### src/rtl/data_table_ram_arb_pkg.sv
// Shared types for the data-table RAM arbiter: RAM word layout and arbiter FSM states.
package data_table_ram_arb_pkg;

    localparam int HEAD_PTR_WIDTH = 8;
    localparam int KEY_WIDTH      = 16;
    localparam int VALUE_WIDTH    = 16;

    // One hash-table data entry as stored in the data RAM.
    typedef struct packed {
        logic [KEY_WIDTH-1:0]      key;
        logic [VALUE_WIDTH-1:0]    value;
        logic [HEAD_PTR_WIDTH-1:0] next_ptr;
        logic                      next_ptr_val;
    } ram_data_t;

    // IDLE: free arbitration. LOCKED: a single engine owns both RAM ports.
    typedef enum logic {
        ARB_IDLE   = 1'b0,
        ARB_LOCKED = 1'b1
    } data_table_arb_state_t;

endpackage

### src/rtl/data_table_ram_arb_rr_arbiter.sv
// Round-robin arbiter: picks the first masked requester at or after the
// pointer. The pick is only a candidate; the pointer moves past it when the
// parent confirms the grant via advance_i (a read may still lose to a write).
module rr_arbiter #(
    parameter int REQ_CNT = 4
) (
    input  logic               clk_i,
    input  logic               rst_n_i,
    input  logic [REQ_CNT-1:0] req_i,
    input  logic [REQ_CNT-1:0] mask_i,
    input  logic               advance_i,
    output logic [REQ_CNT-1:0] cand_o
);

    localparam int PTR_W = (REQ_CNT > 1) ? $clog2(REQ_CNT) : 1;

    logic [PTR_W-1:0]   r_ptr;
    logic [REQ_CNT-1:0] w_req_m;
    logic [PTR_W-1:0]   w_win_idx;
    logic               w_found;
    logic [PTR_W:0]     w_scan;

    assign w_req_m = req_i & mask_i;

    // Scan requesters starting at the pointer, wrapping once around.
    always_comb begin
        cand_o    = '0;
        w_win_idx = r_ptr;
        w_found   = 1'b0;
        w_scan    = '0;
        for (int k = 0; k < REQ_CNT; k++) begin
            w_scan = {1'b0, r_ptr} + (PTR_W+1)'(k);
            if (w_scan >= (PTR_W+1)'(REQ_CNT)) begin
                w_scan = w_scan - (PTR_W+1)'(REQ_CNT);
            end
            if (!w_found && w_req_m[w_scan[PTR_W-1:0]]) begin
                w_found   = 1'b1;
                w_win_idx = w_scan[PTR_W-1:0];
            end
        end
        if (w_found) begin
            cand_o[w_win_idx] = 1'b1;
        end
    end

    // Pointer moves to one past the confirmed winner; holds otherwise.
    always_ff @(posedge clk_i or negedge rst_n_i) begin
        if (!rst_n_i) begin
            r_ptr <= '0;
        end else if (advance_i && w_found) begin
            r_ptr <= (w_win_idx == PTR_W'(REQ_CNT-1)) ? '0 : w_win_idx + PTR_W'(1);
        end
    end

endmodule

### src/rtl/data_table_ram_arb.sv
// Shares one data RAM (read port + write port) between REQ_CNT engines.
// Independent round-robin read/write arbitration, write wins on an address
// clash, per-engine lock for read-modify-write, tagged read-data return.
module data_table_ram_arb
    import data_table_ram_arb_pkg::*;
#(
    parameter int REQ_CNT     = 4,
    parameter int A_WIDTH     = HEAD_PTR_WIDTH,
    parameter int D_WIDTH     = $bits(ram_data_t),
    parameter int RAM_LATENCY = 2
) (
    input  logic                            clk_i,
    input  logic                            rst_n_i,
    input  logic [REQ_CNT-1:0]              rd_req_i,
    input  logic [REQ_CNT-1:0][A_WIDTH-1:0] rd_addr_i,
    output logic [REQ_CNT-1:0]              rd_gnt_o,
    output logic [D_WIDTH-1:0]              rd_data_o,
    output logic [REQ_CNT-1:0]              rd_data_val_o,
    input  logic [REQ_CNT-1:0]              wr_req_i,
    input  logic [REQ_CNT-1:0][A_WIDTH-1:0] wr_addr_i,
    input  logic [REQ_CNT-1:0][D_WIDTH-1:0] wr_data_i,
    output logic [REQ_CNT-1:0]              wr_gnt_o,
    input  logic [REQ_CNT-1:0]              lock_i,
    output logic [A_WIDTH-1:0]              ram_rd_addr_o,
    output logic                            ram_rd_en_o,
    input  logic [D_WIDTH-1:0]              ram_rd_data_i,
    output logic [A_WIDTH-1:0]              ram_wr_addr_o,
    output logic [D_WIDTH-1:0]              ram_wr_data_o,
    output logic                            ram_wr_en_o
);

    data_table_arb_state_t               r_state;
    logic [REQ_CNT-1:0]                  r_owner;
    logic [RAM_LATENCY-1:0][REQ_CNT-1:0] r_ret_pipe;

    logic [REQ_CNT-1:0]              w_mask;
    logic [REQ_CNT-1:0]              w_rd_cand;
    logic [REQ_CNT-1:0]              w_wr_cand;
    logic [REQ_CNT-1:0]              w_rd_gnt;
    logic [REQ_CNT-1:0]              w_wr_gnt;
    logic                            w_rd_adv;
    logic                            w_wr_adv;
    logic                            w_collision;
    logic [REQ_CNT-1:0][A_WIDTH-1:0] w_rd_addr_term;
    logic [REQ_CNT-1:0][A_WIDTH-1:0] w_wr_addr_term;
    logic [REQ_CNT-1:0][D_WIDTH-1:0] w_wr_data_term;
    logic [A_WIDTH-1:0]              w_rd_addr;
    logic [A_WIDTH-1:0]              w_wr_addr;
    logic [D_WIDTH-1:0]              w_wr_data;

    // While locked only the owner is visible to either arbiter.
    assign w_mask = (r_state == ARB_LOCKED) ? r_owner : {REQ_CNT{1'b1}};

    rr_arbiter #(.REQ_CNT(REQ_CNT)) u_rd_arb (
        .clk_i     (clk_i),
        .rst_n_i   (rst_n_i),
        .req_i     (rd_req_i),
        .mask_i    (w_mask),
        .advance_i (w_rd_adv),
        .cand_o    (w_rd_cand)
    );

    rr_arbiter #(.REQ_CNT(REQ_CNT)) u_wr_arb (
        .clk_i     (clk_i),
        .rst_n_i   (rst_n_i),
        .req_i     (wr_req_i),
        .mask_i    (w_mask),
        .advance_i (w_wr_adv),
        .cand_o    (w_wr_cand)
    );

    // AND-OR mux terms: only the candidate engine contributes, so an idle
    // port naturally drives zero address/data.
    genvar gi;
    generate
        for (gi = 0; gi < REQ_CNT; gi++) begin : g_mux_term
            assign w_rd_addr_term[gi] = rd_addr_i[gi] & {A_WIDTH{w_rd_cand[gi]}};
            assign w_wr_addr_term[gi] = wr_addr_i[gi] & {A_WIDTH{w_wr_cand[gi]}};
            assign w_wr_data_term[gi] = wr_data_i[gi] & {D_WIDTH{w_wr_cand[gi]}};
        end
    endgenerate

    // OR-reduce the mux terms into the candidate address/data.
    always_comb begin
        w_rd_addr = '0;
        w_wr_addr = '0;
        w_wr_data = '0;
        for (int i = 0; i < REQ_CNT; i++) begin
            w_rd_addr = w_rd_addr | w_rd_addr_term[i];
            w_wr_addr = w_wr_addr | w_wr_addr_term[i];
            w_wr_data = w_wr_data | w_wr_data_term[i];
        end
    end

    // Same-address read/write in one cycle: the write goes first so the read
    // (retried next cycle) sees the new data.
    assign w_collision = (|w_rd_cand) && (|w_wr_cand) && (w_rd_addr == w_wr_addr);

    // Grants are forced low while reset is held.
    assign w_rd_gnt = w_collision ? '0 : (w_rd_cand & {REQ_CNT{rst_n_i}});
    assign w_wr_gnt = w_wr_cand & {REQ_CNT{rst_n_i}};
    assign w_rd_adv = |w_rd_gnt;
    assign w_wr_adv = |w_wr_gnt;

    assign rd_gnt_o      = w_rd_gnt;
    assign wr_gnt_o      = w_wr_gnt;
    assign ram_rd_en_o   = w_rd_adv;
    assign ram_wr_en_o   = w_wr_adv;
    assign ram_rd_addr_o = w_rd_adv ? w_rd_addr : '0;
    assign ram_wr_addr_o = w_wr_adv ? w_wr_addr : '0;
    assign ram_wr_data_o = w_wr_adv ? w_wr_data : '0;
    assign rd_data_o     = ram_rd_data_i;
    assign rd_data_val_o = r_ret_pipe[RAM_LATENCY-1];

    // Return tag pipe: the one-hot read grant travels alongside the RAM read.
    always_ff @(posedge clk_i or negedge rst_n_i) begin
        if (!rst_n_i) begin
            r_ret_pipe <= '0;
        end else begin
            r_ret_pipe[0] <= w_rd_gnt;
            for (int i = 1; i < RAM_LATENCY; i++) begin
                r_ret_pipe[i] <= r_ret_pipe[i-1];
            end
        end
    end

    // Lock FSM: a locked grant captures ownership (read grant checked first);
    // the owner releases by dropping lock_i on a grant or while idle.
    always_ff @(posedge clk_i or negedge rst_n_i) begin
        if (!rst_n_i) begin
            r_state <= ARB_IDLE;
            r_owner <= '0;
        end else begin
            case (r_state)
                ARB_IDLE: begin
                    if (|(w_rd_gnt & lock_i)) begin
                        r_state <= ARB_LOCKED;
                        r_owner <= w_rd_gnt;
                    end else if (|(w_wr_gnt & lock_i)) begin
                        r_state <= ARB_LOCKED;
                        r_owner <= w_wr_gnt;
                    end
                end
                ARB_LOCKED: begin
                    if (!(|(lock_i & r_owner))) begin
                        if ((|((w_rd_gnt | w_wr_gnt) & r_owner)) ||
                            !(|((rd_req_i | wr_req_i) & r_owner))) begin
                            r_state <= ARB_IDLE;
                        end
                    end
                end
                default: begin
                    r_state <= ARB_IDLE;
                end
            endcase
        end
    end

endmodule
### config.mk
export PLATFORM = sky130hd
export DESIGN_NAME = data_table_ram_arb
export DESIGN_NICKNAME = d
export VERILOG_FILES = /design/src/rtl/data_table_ram_arb_pkg.sv /design/src/rtl/data_table_ram_arb_rr_arbiter.sv /design/src/rtl/data_table_ram_arb.sv
export SDC_FILE = /design/constraint.sdc
export NUM_CORES = 1
export LEC_CHECK = 0
export ABC_AREA = 1
export BUFFER_PORTS_ARGS = -buffer_cell sky130_fd_sc_hd__buf_4
export CAP_MARGIN = 20
export CORE_AREA = 2 2 153 155
export DETAILED_ROUTE_END_ITERATION = 10
export DIE_AREA = 0 0 155 157
export PLACE_DENSITY = 0.58
export SYNTH_ARGS = -nofsm -noshare
export SYNTH_HDL_FRONTEND = slang
export SYNTH_HIERARCHICAL = 1
export SYNTH_SLANG_ARGS = --single-unit
### constraint.sdc
create_clock -name clk_i -period 11.56 [get_ports clk_i]
set_clock_uncertainty 0.2 [all_clocks]
set_input_delay 1.156 -clock clk_i [delete_from_list [all_inputs] [get_ports clk_i]]
set_output_delay 1.156 -clock clk_i [all_outputs]
set_load 0.02 [all_outputs]
# Yosys cells after proc, flatten, opt, wreduce, memory -nomap -nowiden
# Cells that the tools add are included.
# totals
ff_bits	17
latch_bits	0
ramBits	0
rom_bits	0
in_bits	283
output_inout_bits	112
elab_cells	169
n_memories	0
# classes
addsub	16
multipliers	0
n_div	0
n_lt_le_gt_ge	20
eq_ne	3
shifts	0
n_mux	60
bitwise_logic	33
n_reduce_logical	31
# ops
operator	count
$and 41x41->41	4
$or 41x41->41	3
$and 8x8->8	8
$or 8x8->8	6
$mux 41	1
$and 4x4->4	9
$mux 2	18
$reduce_or 4->1	9
$lt 2x3->1 const B	10
$mux 4	6
$mux 1	22
$ge 3x3->1 const B	6
$bmux 1 s2	8
$mux 8	2
$sub 2x1->2 const B	8
$add 2x2->3 const B	4
$logic_and 1x1->1	12
$eq 8x8->1	1
$or 4x4->4	2
$logic_not 1->1	7
$add 2x1->3 const B	2
$ge 2x3->1 const B	2
$add 2x1->2 const B	2
$demux 1 s2	2
other kinds (7)	9

# Depth between registers and ports, before layout
# logic_depth
word_depth	33
depth_mapped	35
depth_no_buf	34

# Cells and area by module
# The synthesis kept the hierarchy.
# modules_own_cells
mod	n_inst	cells_per_inst	area_per_inst_um2
data_table_ram_arb	1	529	2941.6
rr_arbiter	2	103	644.4

# Worst setup path after synthesis
# Ideal clock, no wire load.
# synth_timing
kind	input to output
start	input wr_req_i[2]
end	output ram_rd_addr_o[0]
t_arrival_ps	3983
slack_ps	6221
cell_stages	26
cell_sequence	nand3_1 -> nand2_2 -> nand2_1 -> nand2_4 -> nand4_4 -> nand2_1 -> nand2_2 -> inv_1 -> ha_1 -> inv_1 -> nor2_1 -> buf_6 -> nand2_1 -> nand4_2 -> nand2_1 -> nand2_1 -> inv_1 -> nand2_1 -> nor2_4 -> nand2_4 -> nand2_2 -> inv_1 -> nor2_1 -> nand2_1 -> inv_2 -> nor2_1
# synth_between
elab_chain_len	27
# synth_rtl
item	line_no	rtl
start: declaration	data_table_ram_arb.sv:19	input logic [REQ_CNT-1:0] wr_req_i,
$and 4x4->4 (*)	data_table_ram_arb_rr_arbiter.sv:23	assign w_req_m = req_i & mask_i;
$bmux 1 s2	data_table_ram_arb_rr_arbiter.sv:36	if (!w_found && w_req_m[w_scan[PTR_W-1:0]]) begin
$mux 1 (not written as such)	data_table_ram_arb_rr_arbiter.sv:36	
$mux 1	data_table_ram_arb_rr_arbiter.sv:36	
$logic_not 1->1	data_table_ram_arb_rr_arbiter.sv:36	
$logic_and 1x1->1	data_table_ram_arb_rr_arbiter.sv:36	
$mux 1	data_table_ram_arb_rr_arbiter.sv:36	
$logic_not 1->1	data_table_ram_arb_rr_arbiter.sv:36	
[... 10 more ...]	--	
via w_wr_cand[1]	data_table_ram_arb.sv:38	logic [REQ_CNT-1:0] w_wr_cand;
[... 1 more ...]	--	
$or 8x8->8 (3 in a row)	data_table_ram_arb.sv:90	w_wr_addr = w_wr_addr | w_wr_addr_term[i];
$eq 8x8->1	data_table_ram_arb.sv:97	assign w_collision = (|w_rd_cand) && (|w_wr_cand) && (w_rd_addr == w_wr_addr);
$logic_and 1x1->1 (*)	data_table_ram_arb.sv:97	
$mux 4 (*)	data_table_ram_arb.sv:100	assign w_rd_gnt = w_collision ? '0 : (w_rd_cand & {REQ_CNT{rst_n_i}});
via rd_gnt_o[0]	data_table_ram_arb.sv:16	output logic [REQ_CNT-1:0] rd_gnt_o,
$reduce_or 4->1 (*)	data_table_ram_arb.sv:102	assign w_rd_adv = |w_rd_gnt;
via ram_rd_en_o	data_table_ram_arb.sv:25	output logic ram_rd_en_o,
$mux 8 (*)	data_table_ram_arb.sv:109	assign ram_rd_addr_o = w_rd_adv ? w_rd_addr : '0;
end: declaration	data_table_ram_arb.sv:24	output logic [A_WIDTH-1:0] ram_rd_addr_o,
# The timed path passes the listed nets; every way through them passes the cells marked *. The select of a mux whose other input is x is not followed.

# Worst setup path after layout
# layout_timing
start	input rd_req_i[2]
end	output ram_rd_addr_o[3]
# layout_lines
item	line_no	rtl
start: declaration	data_table_ram_arb.sv:14	input logic [REQ_CNT-1:0] rd_req_i,
$and 4x4->4 (*)	data_table_ram_arb_rr_arbiter.sv:23	
$bmux 1 s2	data_table_ram_arb_rr_arbiter.sv:36	
$mux 1 (not written as such)	data_table_ram_arb_rr_arbiter.sv:36	
$mux 1	data_table_ram_arb_rr_arbiter.sv:36	
$logic_not 1->1	data_table_ram_arb_rr_arbiter.sv:36	
$logic_and 1x1->1	data_table_ram_arb_rr_arbiter.sv:36	
$mux 1	data_table_ram_arb_rr_arbiter.sv:36	
$logic_not 1->1	data_table_ram_arb_rr_arbiter.sv:36	
[... 10 more ...]	--	
via w_rd_cand[3]	data_table_ram_arb.sv:37	logic [REQ_CNT-1:0] w_rd_cand;
$and 8x8->8	data_table_ram_arb.sv:77	assign w_rd_addr_term[gi] = rd_addr_i[gi] & {A_WIDTH{w_rd_cand[gi]}};
$or 8x8->8	data_table_ram_arb.sv:89	w_rd_addr = w_rd_addr | w_rd_addr_term[i];
$eq 8x8->1	data_table_ram_arb.sv:97	
$logic_and 1x1->1	data_table_ram_arb.sv:97	
$mux 4	data_table_ram_arb.sv:100	
$reduce_or 4->1	data_table_ram_arb.sv:102	
$mux 8 (*)	data_table_ram_arb.sv:109	
# Marked as above.

==> results_dict.tcl <==
set metrics [dict create \
    outcome "finished, final reports clean" \
    startpoint "rd_req_i[2]" \
    synth_commonest_cells "nand2_1, a21oi_1, buf_4" \
    setup_violations 0 \
    hold_viol 0 \
    htreeDepth 1 \
    fmax_mhz 161 \
    ys_async_sr_fraction_pct 100 \
    synth.distinct_cells 34 \
    ys_ff_latch 17 \
    portBuffers 312 \
    yosys-top-cells-area "nand2_1, dfrtp_1, a21oi_1, buf_4, a22o_1" \
    clockBufferDepth 2 \
    worst_pin_slew_ns 0.965 \
    avgRoutedWirePerCell_um 19.2 \
    syn_nets 1026 \
    maxCapViolCount 0 \
    hold_buffers 0 \
    detail_route.wirelength_um 24300 \
    ys.flop_type "dfrtp_1" \
    place_congestion 0.961 \
    start_kind "input pin" \
    synth-edff-count 0 \
    cts_made_buffers 3 \
    cts_tree "done" \
    overflow 0 \
    grt_pass1_wl_um 33300 \
    synth_top_cell_by_area "nand2_1" \
    placed_cells_incl_taps 1256 \
    holdCritStartpoint "r_ret_pipe[1]$_DFF_PN0_" \
    grt_pass1_vias 5288 \
    dp_hpwl_um 20500 \
    reg2reg_from "u_rd_arb/r_ptr[0]$_DFFE_PN0P_" \
    layout.nets 1267 \
    ant_nets 0 \
    viasPerCell 4.57 \
    firstDrtPassIters 5 \
    endpoint_kind "output pin" \
    max-slew-margin-rel_pct 35.5 \
    timing.hold.ws_ns 0.147 \
    finalSetupTns_ns 0 \
    ctsRootBufferMaster "clkbuf_16" \
    criticalPathCategory "input pin to output pin" \
    groute.usage.overall_pct 18.4 \
    netlist_instances 735 \
    first_iter_violations 354 \
    slew_viol_final 0 \
    clk-insertion-delay-late_ns 0.25 \
    period_share_pct 53.6 \
    path_clk_slew_ns 0.05 \
    grt_max_degree 50 \
    synth_most_common_cell "nand2_1" \
    core-area_mm2 0.0225 \
    initial_core_util_pct 18.8 \
    final_cells 1264 \
    cp_max_fo 10 \
    io_pins 395 \
    die_h_um 157 \
    synth.yosys.seq_area_share_pct 10.1 \
    grt_antenna_before_repair 8 \
    route.vias.total 5778 \
    cts.sinks 17 \
    yosysWarningCount 6 \
    rsz0062_at_grt "no" \
    synth_area_mm2 0.00423 \
    drive_gt1_share_pct 41.5 \
    dieWidth_um 155 \
    period_minus_slack_ns 6.20 \
    holdCritPathClass "flip-flop to flip-flop" \
    syn_avg_cell_area_um2 5.76 \
    post_cts_buffers 0 \
    num_rows 55 \
    die-area_mm2 0.0243 \
    critPathRequiredTime_ns 10.20 \
    route.detailed.drc 0 \
    ctsResizeCount 0 \
    synth_top_cell_area_share_pct 25.2 \
    crit_arrival_ns 4.84 \
    syn_to_final_growth_pct 54.9 \
]
flip-flops by register name, indices dropped and copies added (netlist names):
| name | flops |
|---|---|
| u_wr_arb/r_ptr | 2 |
| r_state | 1 |
| rd_data_val_o | 4 |
| r_owner | 4 |
| r_ret_pipe | 4 |
| u_rd_arb/r_ptr | 2 |
cell families (layout without fill, tap and decap cells):
family                   Yosys count  after routing  share of synthesized area, %
adder cells (fa/ha/maj)            8              8                          2.37
flip-flops                        17             17                          10.1
other                              0              4                             0
AO/OA/AOI/OAI                    144            144                          21.6
buffers and inverters            136            376                          17.7
AND/OR/NAND/NOR                  430            430                          48.4
cell usage in the layout, fill, tap and decap left out, types with 2 or more instances in the layout:
master     Yosys  layout
inv_2          8       8
clkbuf_16      0       3
nor2_4         3       7
a21oi_1       83      83
ha_1           8       8
diode_2        0       4
nand4_4        2       2
buf_4         50     317
o21ai_0        9       9
nor2_1        42      38
nor2_8         4       4
o21ai_1        2       2
nand2_1      284     284
nand2_4       14      14
dfrtp_1       17      17
o21ai_2        4       4
nand3_2        9       9
nand3_1       32      32
or2_2          2       2
inv_1         47      47
a22o_1        41      41
nand2_2       25      25
nand4_1        4       4
nor2_2         5       5
through the flow:
stage	cell area, um2	worst slack (ns)	utilization (%)
floorplan	4230	6.22	-
global placement	6460	5.33	28.7
detailed placement	6460	5.27	28.7
CTS	6540	5.26	29.1
global route	6540	4.83	29.1
finish	6550	5.36	29.1
area by class of cell:
class / instances / area (um2)
inverter: 55 / 206
clock buffer: 3 / 75.1
sequential: 17 / 425
clock inverter: 1 / 5.00
timing repair buffer: 317 / 2380
tap: 285 / 357
multi-input combinational: 582 / 3090
antenna: 4 / 10.0
fill: 2549 / 16000
path summary, 6_finish.rpt:
check                      slack (ns)  cells after the start                            end
min in group asynchronous        0.60                      1     rd_data_val_o[2]$_DFF_PN0_
max in group asynchronous       10.33                      1        r_ret_pipe[1]$_DFF_PN0_
min                              0.15                      0     rd_data_val_o[1]$_DFF_PN0_
min reg2reg                      0.15                      0     rd_data_val_o[1]$_DFF_PN0_
max reg2reg                      7.02                     30  u_rd_arb/r_ptr[1]$_DFFE_PN0P_
max                              5.36                     28               ram_rd_addr_o[3]
worst max-delay path, stage by stage:
cell,delay [ns]
buf_4,0.10
nand3_1,0.08
nand2_2,0.14
nand2_1,0.09
nand2_4,0.15
nand4_4,0.11
nand2_1,0.11
nand2_2,0.08
inv_1,0.09
ha_1,0.15
inv_1,0.04
nor2_1,0.73
nand2_1,0.13
nand2_1,0.10
inv_1,0.04
nand2_1,0.07
inv_1,0.07
o21ai_0,0.17
nand3_2,0.14
nor2_4,0.11
nand2_4,0.09
nand2_2,0.11
inv_1,0.08
nor2_1,0.10
nand2_1,0.13
inv_2,0.21
nor2_1,0.08
buf_4,0.16
layer usage:
| metal | up-vias | share of wire [%] | global-route usage (%) |
|---|---|---|---|
| met4 | 10 | 2.8 | 4.94 |
| li1 | 2815 | - | - |
| met3 | 48 | 11 | 6.25 |
| met2 | 301 | 42 | 27.5 |
| met1 | 2604 | 43 | 25.2 |
| met5 | - | 0.23 | 0 |
Power is left out: the tool's default activity adds up to more than one toggle a clock period on the data nets, which glitch-free logic cannot reach.
